`config.mk`:
```
export PLATFORM = sky130hd
export DESIGN_NAME = bit_enum_encoder
export DESIGN_NICKNAME = d
export VERILOG_FILES = /design/src/rtl/bit_enum_encoder.sv
export SDC_FILE = /design/constraint.sdc
export NUM_CORES = 1
export LEC_CHECK = 0
export CAP_MARGIN = 10
export CORE_MARGIN = 3
export CORE_UTILIZATION = 53
export DETAILED_ROUTE_END_ITERATION = 10
export PLACE_DENSITY = 0.82
export SYNTH_ARGS = -nofsm -noshare
export SYNTH_HDL_FRONTEND = slang
export SYNTH_SLANG_ARGS = --single-unit
```
`constraint.sdc`:
```
create_clock -name clk_i -period 4.7 [get_ports clk_i]
set_input_delay 0.94 -clock clk_i [delete_from_list [all_inputs] [get_ports clk_i]]
set_output_delay 0.94 -clock clk_i [all_outputs]
set_load 0.005 [all_outputs]
```
`src/rtl/bit_enum_encoder.sv`:
```
// Sequential bit enumerator: accepts a WIDTH-bit vector and emits one index per set bit.
// Optional count_o (popcount of the accepted vector) when BIT_ENUM_ENCODER_COUNT_EN is defined.
//
// state | meaning
// IDLE  | ready_o=1, waiting for a request vector
// SCAN  | valid_o=1, emitting one index per beat from the mask register
module bit_enum_encoder #(
  parameter int WIDTH     = 8,
  parameter int MSB_FIRST = 0,
  parameter int Q_W       = $clog2(WIDTH)
) (
  input  logic                         clk_i,
  input  logic                         rst_n_i,
  input  logic [WIDTH-1:0]             data_i,
  input  logic                         valid_i,
  output logic                         ready_o,
  output logic [Q_W-1:0]               q_o,
  output logic                         none_o,
  output logic                         last_o,
  output logic                         valid_o,
`ifdef BIT_ENUM_ENCODER_COUNT_EN
  output logic [$clog2(WIDTH+1)-1:0]   count_o,
`endif
  input  logic                         ready_i
);

  typedef enum logic {IDLE, SCAN} state_t;

  state_t           state_q, state_d;
  logic [WIDTH-1:0] mask_q, mask_d;
  logic [Q_W-1:0]   sel_idx;
  logic             accept;
  logic             beat_done;

  assign ready_o   = rst_n_i && (state_q == IDLE);
  assign accept    = valid_i && ready_o;
  assign beat_done = valid_o && ready_i;

  always_comb begin
    state_d = state_q;
    mask_d  = mask_q;
    case (state_q)
      IDLE: begin
        if (accept) begin
          state_d = SCAN;
          mask_d  = data_i;
        end
      end
      SCAN: begin
        if (beat_done) begin
          if (last_o) begin
            state_d = IDLE;
            mask_d  = '0;
          end else begin
            mask_d[q_o] = 1'b0;
          end
        end
      end
      default: state_d = IDLE;
    endcase
  end

  // Select from the next mask so the output registers already hold the upcoming beat.
  always_comb begin
    sel_idx = '0;
    for (int i = 0; i < WIDTH; i++) begin
      if (MSB_FIRST != 0) begin
        if (mask_d[i]) sel_idx = Q_W'(i);
      end else begin
        if (mask_d[WIDTH-1-i]) sel_idx = Q_W'(WIDTH-1-i);
      end
    end
  end

  always_ff @(posedge clk_i or negedge rst_n_i) begin
    if (!rst_n_i) begin
      state_q <= IDLE;
      mask_q  <= '0;
      valid_o <= 1'b0;
      q_o     <= '0;
      none_o  <= 1'b0;
      last_o  <= 1'b0;
    end else begin
      state_q <= state_d;
      mask_q  <= mask_d;
      valid_o <= (state_d == SCAN);
      if (state_d == SCAN) begin
        q_o    <= sel_idx;
        none_o <= (mask_d == '0);
        last_o <= ((mask_d & (mask_d - WIDTH'(1))) == '0);
      end else begin
        q_o    <= '0;
        none_o <= 1'b0;
        last_o <= 1'b0;
      end
    end
  end

`ifdef BIT_ENUM_ENCODER_COUNT_EN
  localparam int CNT_W = $clog2(WIDTH+1);

  logic [CNT_W-1:0] pop;

  always_comb begin
    pop = '0;
    for (int i = 0; i < WIDTH; i++) begin
      if (data_i[i]) pop = pop + CNT_W'(1);
    end
  end

  always_ff @(posedge clk_i or negedge rst_n_i) begin
    if (!rst_n_i) count_o <= '0;
    else if (accept) count_o <= pop;
  end
`endif

endmodule

```
Word level (Yosys, flattened, before mapping). Index checks and enable logic that the tools add are counted.

Flip-flop bits (word level): 14. Input bits: 12. Logic and storage cells: 39.

Add/sub/neg operators: 1. Order comparisons: 2. Muxes and demuxes: 21. Bitwise gates (word level): 4. Reduce and logical (&&, ||, !) cells: 6.

Operators by type and width (count): two-way mux 3 bit (9); two-way mux 8 bit (3); bitwise AND 8 bit (2); zero test 8 bit (2); case mux 8 bit (2 select lines) (1); NOT 8 bit (1); subtractor 8 x 1 -> 8 bit (second input constant) (1); two-way mux 1 bit (6); logical AND 1 bit (4); less-than comparator 3 x 4 -> 1 bit (second input constant) (1); demux 1 bit (select 3 bit) (1); >= comparator 3 x 1 -> 1 bit (second input constant) (1); case mux 1 bit (2 select lines) (1); NOT 1 bit (1).

Longest topological paths before layout. Gate-level depths: netlist of run 1.

Word-level depth: 18. Depth in mapped cells: 7.

Worst setup path after synthesis of run 1. OpenSTA, ideal clock, no wires.

Path type: input-to-reg. From: input port ready_i. To: register last_o. Data arrival time: 2.021 ns. Required time: 4.580 ns. Path slack: 2.559 ns. Cell stages on the path: 6. Buffers on the path: 0. Cell sequence: a21boi_2 > o311ai_0 > o21ai_2 > nor2_1 > o31a_1 > o211a_1.

Cells in the longest elaborated chain, start to end: 7. Elaborated cells between the ends (all ways): 9. Classes of those cells: add/sub (1); mux (5); bitwise (1); reduce/logical (2).

Ends and longest elaborated chain: from (decl) (RTL line 24) `input logic ready_i`; logical AND 1 bit * (RTL line 37) `assign beat_done = valid_o && ready_i;`; two-way mux 8 bit * (RTL line 50) `if (beat_done) begin`; case mux 8 bit (2 select lines) * (RTL line 42) `case (state_q)`; net mask_d[2] (RTL line 30) `logic [WIDTH-1:0] mask_q, mask_d;`; subtractor 8 x 1 -> 8 bit (RTL line 90) `last_o <= ((mask_d & (mask_d - WIDTH'(1))) == '0);`; bitwise AND 8 bit * (RTL line 90); zero test 8 bit * (RTL line 90); two-way mux 1 bit * (RTL line 87) `if (state_d == SCAN) begin`; to (signal assigned) (RTL line 90); to (decl) (RTL line 19) `output logic last_o,`.

Mark *: on every way through the listed nets, which the timed path passes. The rest lies on a longest branch.

Worst setup path after layout of run 1.
From: input port rst_n_i. To: output port ready_o.

Cells in the longest elaborated chain, start to end: 1.

Ends and longest elaborated chain: from (decl) (RTL line 13) `input logic rst_n_i,`; logical AND 1 bit (RTL line 35) `assign ready_o = rst_n_i && (state_q == IDLE);`; to (decl) (RTL line 16) `output logic ready_o,`.

Every way passes these cells.

==> results of run 1 <==
worst reg2reg max path, cell delays in order, from the launching register on:
cell and delay, ps:
dfrtp_1 660, a21boi_2 420, o311ai_0 230, o21ai_2 150, nor2_1 80, o31a_1 310, o211a_1 200
worst paths after layout:
check | startpoint | to | depth (start not counted)
min | mask_q[0] | mask_q[0] | 2
max | rst_n_i | ready_o | 3
max reg2reg | state_q | last_o | 6
max in group asynchronous | rst_n_i | last_o | 2
min reg2reg | mask_q[0] | mask_q[0] | 2
min in group asynchronous | rst_n_i | none_o | 1
cell families (layout without fill, tap and decap cells):
group                    count (synthesis)  count (layout)  share of synthesized area, %
buffers and inverters                    7              27                          3.84
flip-flops                              14              14                          38.4
AO/OA/AOI/OAI                           28              28                          26.5
AND/OR/NAND/NOR                         36              36                          25.7
adder cells (fa/ha/maj)                  1               1                          1.23
multiplexers                             4               4                          4.39
layout make-up:
cell class	count	area [um^2]	share of cell area, %
Clock buffer	3	22.5	2.00
Inverter	5	18.8	1.67
Multi-Input combinational cell	69	527	46.8
Sequential cell	14	350	31.1
Tap cell	16	20.0	1.78
Timing Repair Buffer	19	188	16.7
power by group:
| part | total [mW] | internal [mW] | leakage (nW) | switching (mW) |
|---|---|---|---|---|
| clock | 0.0679 | 0.0297 | 0.0138 | 0.0382 |
| sequential | 0.229 | 0.172 | 0.182 | 0.0572 |
| combinational | 0.410 | 0.209 | 0.290 | 0.201 |
cells in the mapped netlist (2+ instances only):
master	n	area [um^2]
dfrtp_1	14	350
inv_1	5	18.8
nand2_1	5	18.8
nor2_1	5	18.8
a21oi_1	4	20.0
mux2i_1	4	40.0
nor2b_1	3	18.8
or2_1	3	18.8
and3_1	2	12.5
nand3_1	2	10.0
nor3_1	2	10.0
nor4b_2	2	30.0
o21ai_2	2	17.5
flip-flops by register name, summed over array words and instances (netlist names):
| signal | count |
|---|---|
| mask_q | 8 |
| q_o | 3 |
| state_q | 1 |
| last_o | 1 |
| none_o | 1 |
through the flow:
stage          instances  hold slack (ps)  worst slack (ps)  util [%]  instance area [um^2]
2_1_floorplan         90              540              2560         -                   912
3_3_place_gp         123              568              1390      70.8                  1100
3_5_place_dp         123              572              1340      70.8                  1100
4_1_cts              126              585              1370      72.2                  1130
5_1_grt              126              609              1310      72.2                  1130
6_report             126              578              1400      72.2                  1130
placed cells by master, fill, tap and decap left out, types with 2 or more instances in the layout:
cell type	Yosys	layout
nor2b_1	3	3
dfrtp_1	14	14
nor3_1	2	2
o21ai_2	2	2
inv_1	5	5
nor4b_2	2	2
a21oi_1	4	4
nand2_1	5	5
mux2i_1	4	4
or2_1	3	3
nand3_1	2	2
nor2_1	5	5
clkdlybuf4s50_1	0	18
clkbuf_4	0	3
and3_1	2	2
routing by layer:
metal / up-vias / wire length (um) / global-route usage [%]
li1: 385 / - / -
met1: 372 / 951 / 30.9
met2: 21 / 967 / 33.2
met3: 4 / 104 / 4.89
met4: 0 / 24 / 8.29
met5: - / 0 / 0
==> summary.md, run 1 <==
| Metric | Value |
|---|---|
| Root Buffer | `clkbuf_4` |
| Slew Limit Fails | `0` |
| Layout cell share with drive strength beyond 1 | `a little under a fifth` |
| CP max-delay cell | `clkdlybuf4s50_1` |
| Clock Path Buffers | `2` |
| Worst-skew pair later-pin latency | `between 200 and 300 ps` |
| WS Path Type | `in2out` |
| Hpwl dp | `~1.6 mm` |
| Ys async rst share | `between 90% and 100%` |
| Seq/Total Area, Yosys | `about two fifths` |
| Synthesis-stage register bit count | `14` |
| I/O Buffers | `18` |
| Largest stage delay, worst path | `about 730 ps` |
| Final setup violation count | `0` |
| Leakage power | `~0.5 nW` |
| Number of post-CTS setup repair buffers | `0` |
| Final wirelength | `a little over 2 mm` |
| Vias in the first global route | `just over 700` |
| Hold buffer count at cts | `0` |
| Worst VDD drop | `roughly 0.38 mV` |
| Tcrit/Tclk final | `70.2%` |
| Status | `finished clean` |
| Synth Instances | `90` |
| DR iter-0 viols | `20` |
| Post-synth EDFFs | `0` |
| Drt wl/cell | `~16 um` |
| Pin count of the biggest net entering global routing | `17` |
| # rows | `14` |
| CP arrival | `around 2400 ps` |
| Final Power | `approximately 700 uW` |
| CTS Buf Count | `3` |
| Detail Route Antenna Nets | `0` |
| Die X-Extent | `around 47 um` |
| Element type at the critical path start | `primary input` |
| DR vias | `about 800` |
| Layout Skew | `roughly 4 ps` |
| First-pass GRT wire length | `around 3.4 mm` |
| Worst Path Max Fanout | `10` |
| Initial Utilization | `58.5%` |
| Antenna cells | `0` |
| Worst R2R Setup Slack | `2550 ps` |
| CTS tree | `yes` |
| Critical path required time | `approximately 3800 ps` |
| H-Tree Depth | `1` |
| Slew headroom | `about two thirds` |
| Layout fillers | `~120` |
| Die area | `2250 um^2` |
| Layout Nets | `between 100 and 150` |
| Global placement routability congestion | `~0.85` |
| DR pass1 iterations | `4` |
| Core footprint | `~1600 um^2` |
| Max_cap viols | `0` |
| Worst slew pin tran | `just under 500 ps` |
| Clock slew at reported path FFs | `80 ps` |
| Gr ovfl total | `0` |
| RSZ-0062 raised after global routing | `false` |
| CTS resizes | `0` |
| Worst-path cell chain | `clkdlybuf4s50_1, nor2b_1, clkdlybuf4s50_1` |
| Post-Syn Nets | `a little over 100` |
| IO Count | `19` |
| Chip height | `~47 um` |
| Syn_area_per_cell | `a little over 10 um^2` |
| Synth warnings | `0` |
| CTS Sinks | `14` |
| CP bufs+invs | `2` |
| Mapped cell area | `between 900 and 1000 um^2` |
| Setup TNS | `0 ps` |
| Initial antenna violation count | `0` |
| Fin crit period | `about 3300 ps` |
| Max Fclk | `around 300 MHz` |
| Drt via density | `6.21` |
| Crit path max-delay family | `buffers and inverters` |
| Most frequent CP cell | `clkdlybuf4s50_1` |
| Hold Path Class | `reg2reg` |
| DRC viols | `0` |
| Fin. Hold Viols | `0` |
| Synth cell types | `50` |
| Setup crit end kind | `output port` |
| Tot GR Track Use | `between 20% and 30%` |
| Synth-to-Final Area Change | `23.5%` |
| Ys flop type | `dfrtp_1` |
| Pwr dens | `628 nW/um^2` |
Power figures use the tool's default switching activity.
==> run 2: changes to the inputs <==
Settings changed: CORE_UTILIZATION 53 to 49, PLACE_DENSITY 0.82 to 0.77.
Clock period 4.7 ns to 3.35 ns, I/O delays scaled along.
==> run 2 against run 1 <==
First-iteration DRC count fell by 5.0%; via count rose by 7.5%; global-route usage fell by 1.5 points; worst hold slack improved by 15 ps; clock power grew 86%; sequential cell count unchanged; critical path depth unchanged; critical endpoint unchanged.
==> summary.md, run 2 (synthesis results as in run 1) <==
| Metric | Value |
|---|---|
| First-pass GRT wire length | `3.87 mm (was 3.35 mm)` |
| IO Count | `19 (unchanged)` |
| CTS resizes | `0 (unchanged)` |
| Tcrit/Tclk final | `81.5%` |
| Met3 routed WL | `162 um (was 104 um)` |
| Final Power | `1.05 mW (was 708 uW)` |
| Number of post-CTS setup repair buffers | `0 (unchanged)` |
| Critical path required time | `2680 ps (was 3760 ps)` |
| Core footprint | `1630 um^2 (was 1560 um^2)` |
| I/O Buffers | `18 (unchanged)` |
| Hold buffer count at cts | `0 (unchanged)` |
| Worst R2R Setup Slack | `1070 ps (was 2550 ps)` |
| Antenna cells | `0 (unchanged)` |
| Final wirelength | `2.33 mm (was 2.05 mm)` |
| Max reg flops | `8 (unchanged)` |
| Tot GR Track Use | `20.5% (was 22.0%)` |
| Final setup violation count | `0 (unchanged)` |
| Max_cap viols | `0 (unchanged)` |
| Pwr dens | `903 nW/um^2 (was 628 nW/um^2)` |
| Die X-Extent | `49.1 um (was 47.5 um)` |
| CTS Buf Count | `3 (unchanged)` |
| Max Used Layer | `met4 (unchanged)` |
| Slew headroom | `61.5% (was 67.3%)` |
| Fin. Hold Viols | `0 (unchanged)` |
| DR iter-0 viols | `19 (was 20)` |
| Worst Path Max Fanout | `12 (was 10)` |
| Layout cell share with drive strength beyond 1 | `20.5% (was 19.1%)` |
| RR Startpoint | `state_q (unchanged)` |
| Leakage power | `0.498 nW (was 0.486 nW)` |
| Slew Limit Fails | `0 (unchanged)` |
| Worst slew pin tran | `572 ps (was 491 ps)` |
| WS Path Type | `in2out (unchanged)` |
| Global placement routability congestion | `0.825 (was 0.854)` |
| Detail Route Antenna Nets | `0 (unchanged)` |
| Fin crit period | `2730 ps` |
| Worst VDD drop | `0.497 mV (was 0.384 mV)` |
| Die area | `2420 um^2 (was 2250 um^2)` |
| Hold path startpoint | `mask_q[0] (unchanged)` |
| Metal-1 WL | `907 um (was 951 um)` |
| Initial Utilization | `56.0% (was 58.5%)` |
| CTS tree | `yes (unchanged)` |
| Commonest non-fill, non-tap cell in the layout | `clkdlybuf4s50_1 (unchanged)` |
| Clock slew at reported path FFs | `80 ps (about the same)` |
| Hold Path Class | `reg2reg (unchanged)` |
| Max Fclk | `366 MHz` |
| Placed cell areas | `1120 um^2 (was 1100 um^2)` |
| Most frequent cells in the layout | `clkdlybuf4s50_1 (18), dfrtp_1 (14), inv_1 (5), nand2_1 (5), nor2_1 (5) (unchanged)` |
| FF-to-FF path depth | `6 (unchanged)` |
| DRC viols | `0 (unchanged)` |
| Worst-skew pair later-pin latency | `290 ps (was 280 ps)` |
| Pin count of the biggest net entering global routing | `17 (unchanged)` |
| DR pass1 iterations | `4 (unchanged)` |
| Drt via density | `6.18 (was 6.21)` |
| Post-route cell area | `1160 um^2 (was 1130 um^2)` |
| Vias in the first global route | `812 (was 718)` |
| Synth-to-Final Area Change | `26.9% (was 23.5%)` |
| Initial antenna violation count | `0 (unchanged)` |
| Setup crit end kind | `output port (unchanged)` |
| Status | `finished clean (unchanged)` |
| Setup TNS | `0 ps (unchanged)` |
| Top reg by flops | `mask_q (unchanged)` |
| Hold EP | `mask_q[0] (unchanged)` |
| Root Buffer | `clkbuf_4 (unchanged)` |
| WHS Path Cells | `2 (unchanged)` |
| CP arrival | `2060 ps (was 2360 ps)` |
| Element type at the critical path start | `primary input (unchanged)` |
| Largest regs | `mask_q (8), q_o (3) (unchanged)` |
| Met2 Wirelength | `1.22 mm (was 967 um)` |
| CTS Sinks | `14 (unchanged)` |
| Clock Path Buffers | `2 (unchanged)` |
| Layout Nets | `125 (was 124)` |
| H-Tree Depth | `1 (unchanged)` |
| Chip height | `49.1 um (was 47.5 um)` |
| Drt wl/cell | `17.1 um (was 16.2 um)` |
| DR vias | `841 (was 782)` |
| Layout fillers | `126 (was 122)` |
| Gr ovfl total | `0 (unchanged)` |
| Reg2Reg Capture Point | `last_o (unchanged)` |
| RSZ-0062 raised after global routing | `false (unchanged)` |
| Layout Skew | `1.48 ps (was 3.91 ps)` |
| # rows | `14 (unchanged)` |
| Hpwl dp | `1.70 mm (was 1.55 mm)` |
==> run 2: changes by cell type in the layout (fill, tap and decap cells not counted), sizes merged <==
cell	delta
clkbuf	+1
buf	+1
==> run 2: power by group <==
| group | internal [mW] | total [mW] | leakage [nW] | switching, mW |
|---|---|---|---|---|
| logic | 0.295 | 0.593 | 0.294 | 0.299 |
| registers | 0.241 | 0.326 | 0.182 | 0.0851 |
| clock network | 0.0663 | 0.126 | 0.0210 | 0.0593 |
==> run 2: cell type report <==
cell class	count	area (um^2)	share of cell area, %
multi-input combinational	69	527	45.5
sequential	14	350	30.3
timing repair buffer	20	195	16.9
clock buffer	4	36.3	3.14
tap	24	30.0	2.59
inverter	5	18.8	1.62
==> run 2: metal layers <==
metal,global-route usage [%],up-vias
li1,-,387
met2,36.4,37
met4,7.58,0
met3,3.06,6
met1,24.7,411
met5,0,-
==> run 2: worst max path at each step <==
stage | start | endpoint | slack (ps) | depth (start not counted)
floorplan | ready_i | last_o | 1480 | 6
global placement | rst_n_i | last_o | 560 | 7
detailed placement | rst_n_i | last_o | 460 | 7
CTS | rst_n_i | ready_o | 600 | 3
global route | rst_n_i | ready_o | 530 | 3
finish | rst_n_i | ready_o | 620 | 3
==> run 2: metrics by stage <==
stage / util [%] / worst slack (ps) / hold slack, ps / instances
final: 71.0 / 620 / 593 / 136
after global routing: 71.0 / 532 / 610 / 136
after CTS: 71.0 / 601 / 594 / 136
after detailed placement: 68.8 / 459 / 580 / 132
after global placement: 68.8 / 563 / 576 / 132
after floorplan: - / 1480 / 374 / 90
==> run 2: critical path: stages <==
cell and delay, ps:
clkdlybuf4s50_1 700, nor2b_1 180, clkdlybuf4s50_1 510
==> run 3: changes to the inputs <==
Settings changed: CORE_UTILIZATION 49 to 44, PLACE_DENSITY 0.77 to 0.73.
Clock period 3.35 ns to 2.3 ns, I/O delays scaled along.
==> run 3 against run 2 <==
Combinational power up 61%; first-iteration DRC count decreased by 16%; core utilization fell by 3.2 points; total power grew 54%; final cell count rose by 9.6%; worst setup slack lost 500 ps; clock skew rose by 8.5 ps.
==> summary.md, run 3 (synthesis results as in run 1) <==
| Metric | Value |
|---|---|
| Largest regs | `mask_q (8), q_o (3) (unchanged)` |
| First-pass GRT wire length | `3.90 mm (was 3.87 mm)` |
| Internal | `965 uW (was 602 uW)` |
| RSZ-0062 raised after global routing | `false (unchanged)` |
| Pin count of the biggest net entering global routing | `17 (unchanged)` |
| Worst-path cell chain | `clkdlybuf4s50_1, nand2_2, mux2i_1, o21ai_0, nor2_1, o31a_1, o211a_1 (was clkdlybuf4s50_1, nor2b_1, clkdlybuf4s50_1)` |
| I/O Buffers | `18 (unchanged)` |
| Largest stage delay, worst path | `590 ps (was 700 ps)` |
| # rows | `15 (was 14)` |
| Layout Nets | `137 (was 125)` |
| CTS tree | `yes (unchanged)` |
| Crit. path cell count | `7 (was 3)` |
| RR Startpoint | `state_q (unchanged)` |
| Worst VDD drop | `0.737 mV (was 0.497 mV)` |
| Metal-1 WL | `1.02 mm (was 907 um)` |
| Initial antenna violation count | `0 (unchanged)` |
| Final Power | `1.61 mW (was 1.05 mW)` |
| Detail Route Antenna Nets | `0 (unchanged)` |
| Core footprint | `1840 um^2 (was 1630 um^2)` |
| Layout fillers | `168 (was 126)` |
| Reg2Reg Capture Point | `last_o (unchanged)` |
| Hold buffer count at cts | `0 (unchanged)` |
| Met3 routed WL | `103 um (was 162 um)` |
| Max_cap viols | `0 (unchanged)` |
| Chip height | `51.5 um (was 49.1 um)` |
| Fin crit period | `2180 ps` |
| DR pass1 iterations | `4 (unchanged)` |
| Drt via density | `5.77 (was 6.18)` |
| Commonest non-fill, non-tap cell in the layout | `clkdlybuf4s50_1 (unchanged)` |
| FF-to-FF path depth | `7 (was 6)` |
| Met2 Wirelength | `1.11 mm (was 1.22 mm)` |
| Tcrit/Tclk final | `94.8%` |
| CP arrival | `2360 ps (was 2060 ps)` |
| Placed cell areas | `1210 um^2 (was 1120 um^2)` |
| CP startpoint | `valid_i (was rst_n_i)` |
| H-Tree Depth | `1 (unchanged)` |
| Switching share of power | `40.0% (was 42.4%)` |
| Worst slew pin tran | `522 ps (was 572 ps)` |
| Worst R2R Setup Slack | `170 ps (was 1070 ps)` |
| Layout cell share with drive strength beyond 1 | `28.2% (was 20.5%)` |
| Gr ovfl total | `0 (unchanged)` |
| Tot GR Track Use | `20.3% (was 20.5%)` |
| Element type at the critical path start | `primary input (unchanged)` |
| DRC viols | `0 (unchanged)` |
| Final setup violation count | `0 (unchanged)` |
| Leakage power | `0.558 nW (was 0.498 nW)` |
| Critical path required time | `2480 ps (was 2680 ps)` |
| Finished Core Util | `67.8% (was 71.0%)` |
| Final WS setup | `119 ps (was 620 ps)` |
| Root Buffer | `clkbuf_4 (unchanged)` |
| Max Fclk | `roughly 460 MHz` |
| Worst-skew pair later-pin latency | `290 ps (about the same)` |
| Layout Skew | `9.97 ps (was 1.48 ps)` |
| CP bufs+invs | `1 (was 2)` |
| Clk pwr share | `11.2% (was 12.0%)` |
| Pwr dens | `1290 nW/um^2 (was 903 nW/um^2)` |
| Setup TNS | `0 ps (unchanged)` |
| Post-route cell area | `1250 um^2 (was 1160 um^2)` |
| Hold Path Class | `in2async (was reg2reg)` |
| Number of post-CTS setup repair buffers | `0 (unchanged)` |
| Most frequent cells in the layout | `clkdlybuf4s50_1 (17), dfrtp_1 (14), buf_4 (14) (was clkdlybuf4s50_1 (18), dfrtp_1 (14), inv_1 (5), nand2_1 (5), nor2_1 (5))` |
| Psw | `644 uW (was 443 uW)` |
| Fin. Hold Viols | `0 (unchanged)` |
| WS Path Type | `in2reg (was in2out)` |
| Setup crit end kind | `flop (was output port)` |
| Antenna cells | `0 (unchanged)` |
| Hpwl dp | `1.79 mm (was 1.70 mm)` |
| DR iter-0 viols | `16 (was 19)` |
| Setup crit end | `last_o (was ready_o)` |
| CP max-delay cell | `clkdlybuf4s50_1 (unchanged)` |
| Max reg flops | `8 (unchanged)` |
| Final wirelength | `2.29 mm (was 2.33 mm)` |
| Die X-Extent | `51.5 um (was 49.1 um)` |
| CTS Sinks | `14 (unchanged)` |
| Worst Path Max Fanout | `7 (was 12)` |
| DR vias | `859 (was 841)` |
| Die area | `2660 um^2 (was 2420 um^2)` |
| Vias in the first global route | `870 (was 812)` |
| Clock slew at reported path FFs | `90 ps (was 80 ps)` |
| Top reg by flops | `mask_q (unchanged)` |
| Synth-to-Final Area Change | `36.8% (was 26.9%)` |
| Initial Utilization | `49.6% (was 56.0%)` |
| Clock Path Buffers | `2 (unchanged)` |
| Pre-CTS setup slack | `-200 ps (was 459 ps)` |
| Crit path max-delay family | `compound AO/OA/AOI/OAI gates (was buffers and inverters)` |
| Status | `finished clean (unchanged)` |
| Flop pwr share | `29.3% (was 31.2%)` |
| Drt wl/cell | `15.3 um (was 17.1 um)` |
| Slew Limit Fails | `0 (unchanged)` |
| Comb power frac | `59.5% (was 56.8%)` |
| Max Used Layer | `met4 (unchanged)` |
| IO Count | `19 (unchanged)` |
| Slew headroom | `65.2% (was 61.5%)` |
| CTS Buf Count | `3 (unchanged)` |
| Global placement routability congestion | `0.816 (was 0.825)` |
run 3: cell types whose count changed in the layout (fill, tap and decap cells not counted):
cell / previous run / this run
buf_4: 2 / 14
clkdlybuf4s50_1: 18 / 17
dlygate4sd2_1: 0 / 1
run 3: power groups by stage:
| stage | clock network (mW) | registers, mW | logic [mW] |
|---|---|---|---|
| after floorplan | 0 | 0.431 | 0.646 |
| after global placement | 0 | 0.473 | 0.933 |
| after detailed placement | 0 | 0.475 | 0.952 |
| after CTS | 0.188 | 0.469 | 0.957 |
| after global routing | 0.204 | 0.492 | 1.05 |
| final | 0.181 | 0.471 | 0.957 |
run 3: per-layer routing:
layer,up-vias,global-route usage (%)
met5,-,0
met4,0,10.0
met3,6,4.58
met2,23,33.3
met1,419,25.0
li1,411,-
run 3: stage by stage:
step,std cells,hold WS [ps]
CTS,149,305
global route,149,305
finish,149,323
global placement,145,622
detailed placement,145,624
floorplan,90,164
run 3: how the worst min path moves through the flow:
stage,start,to,slack (ps),cells after the start
after CTS,rst_n_i,mask_q[7],310,2
after detailed placement,mask_q[2],mask_q[2],620,2
after floorplan,rst_n_i,last_o,160,0
final,rst_n_i,mask_q[7],320,2
after global routing,rst_n_i,mask_q[7],310,2
after global placement,mask_q[2],mask_q[2],620,2
run 3: layout make-up:
cell class,count,area [um^2],area share [%]
sequential,14,350,28.1
clock buffer,4,36.3,2.91
multi-input combinational,69,527,42.2
tap,25,31.3,2.51
timing repair buffer,32,284,22.8
inverter,5,18.8,1.50
run 3: timing repair:
| action | CTS | global route |
|---|---|---|
| setup endpoints to repair | 1 | 0 |
| gates resized for setup | 1 | 0 |
| endpoints found under the hold margin | 0 | 0 |
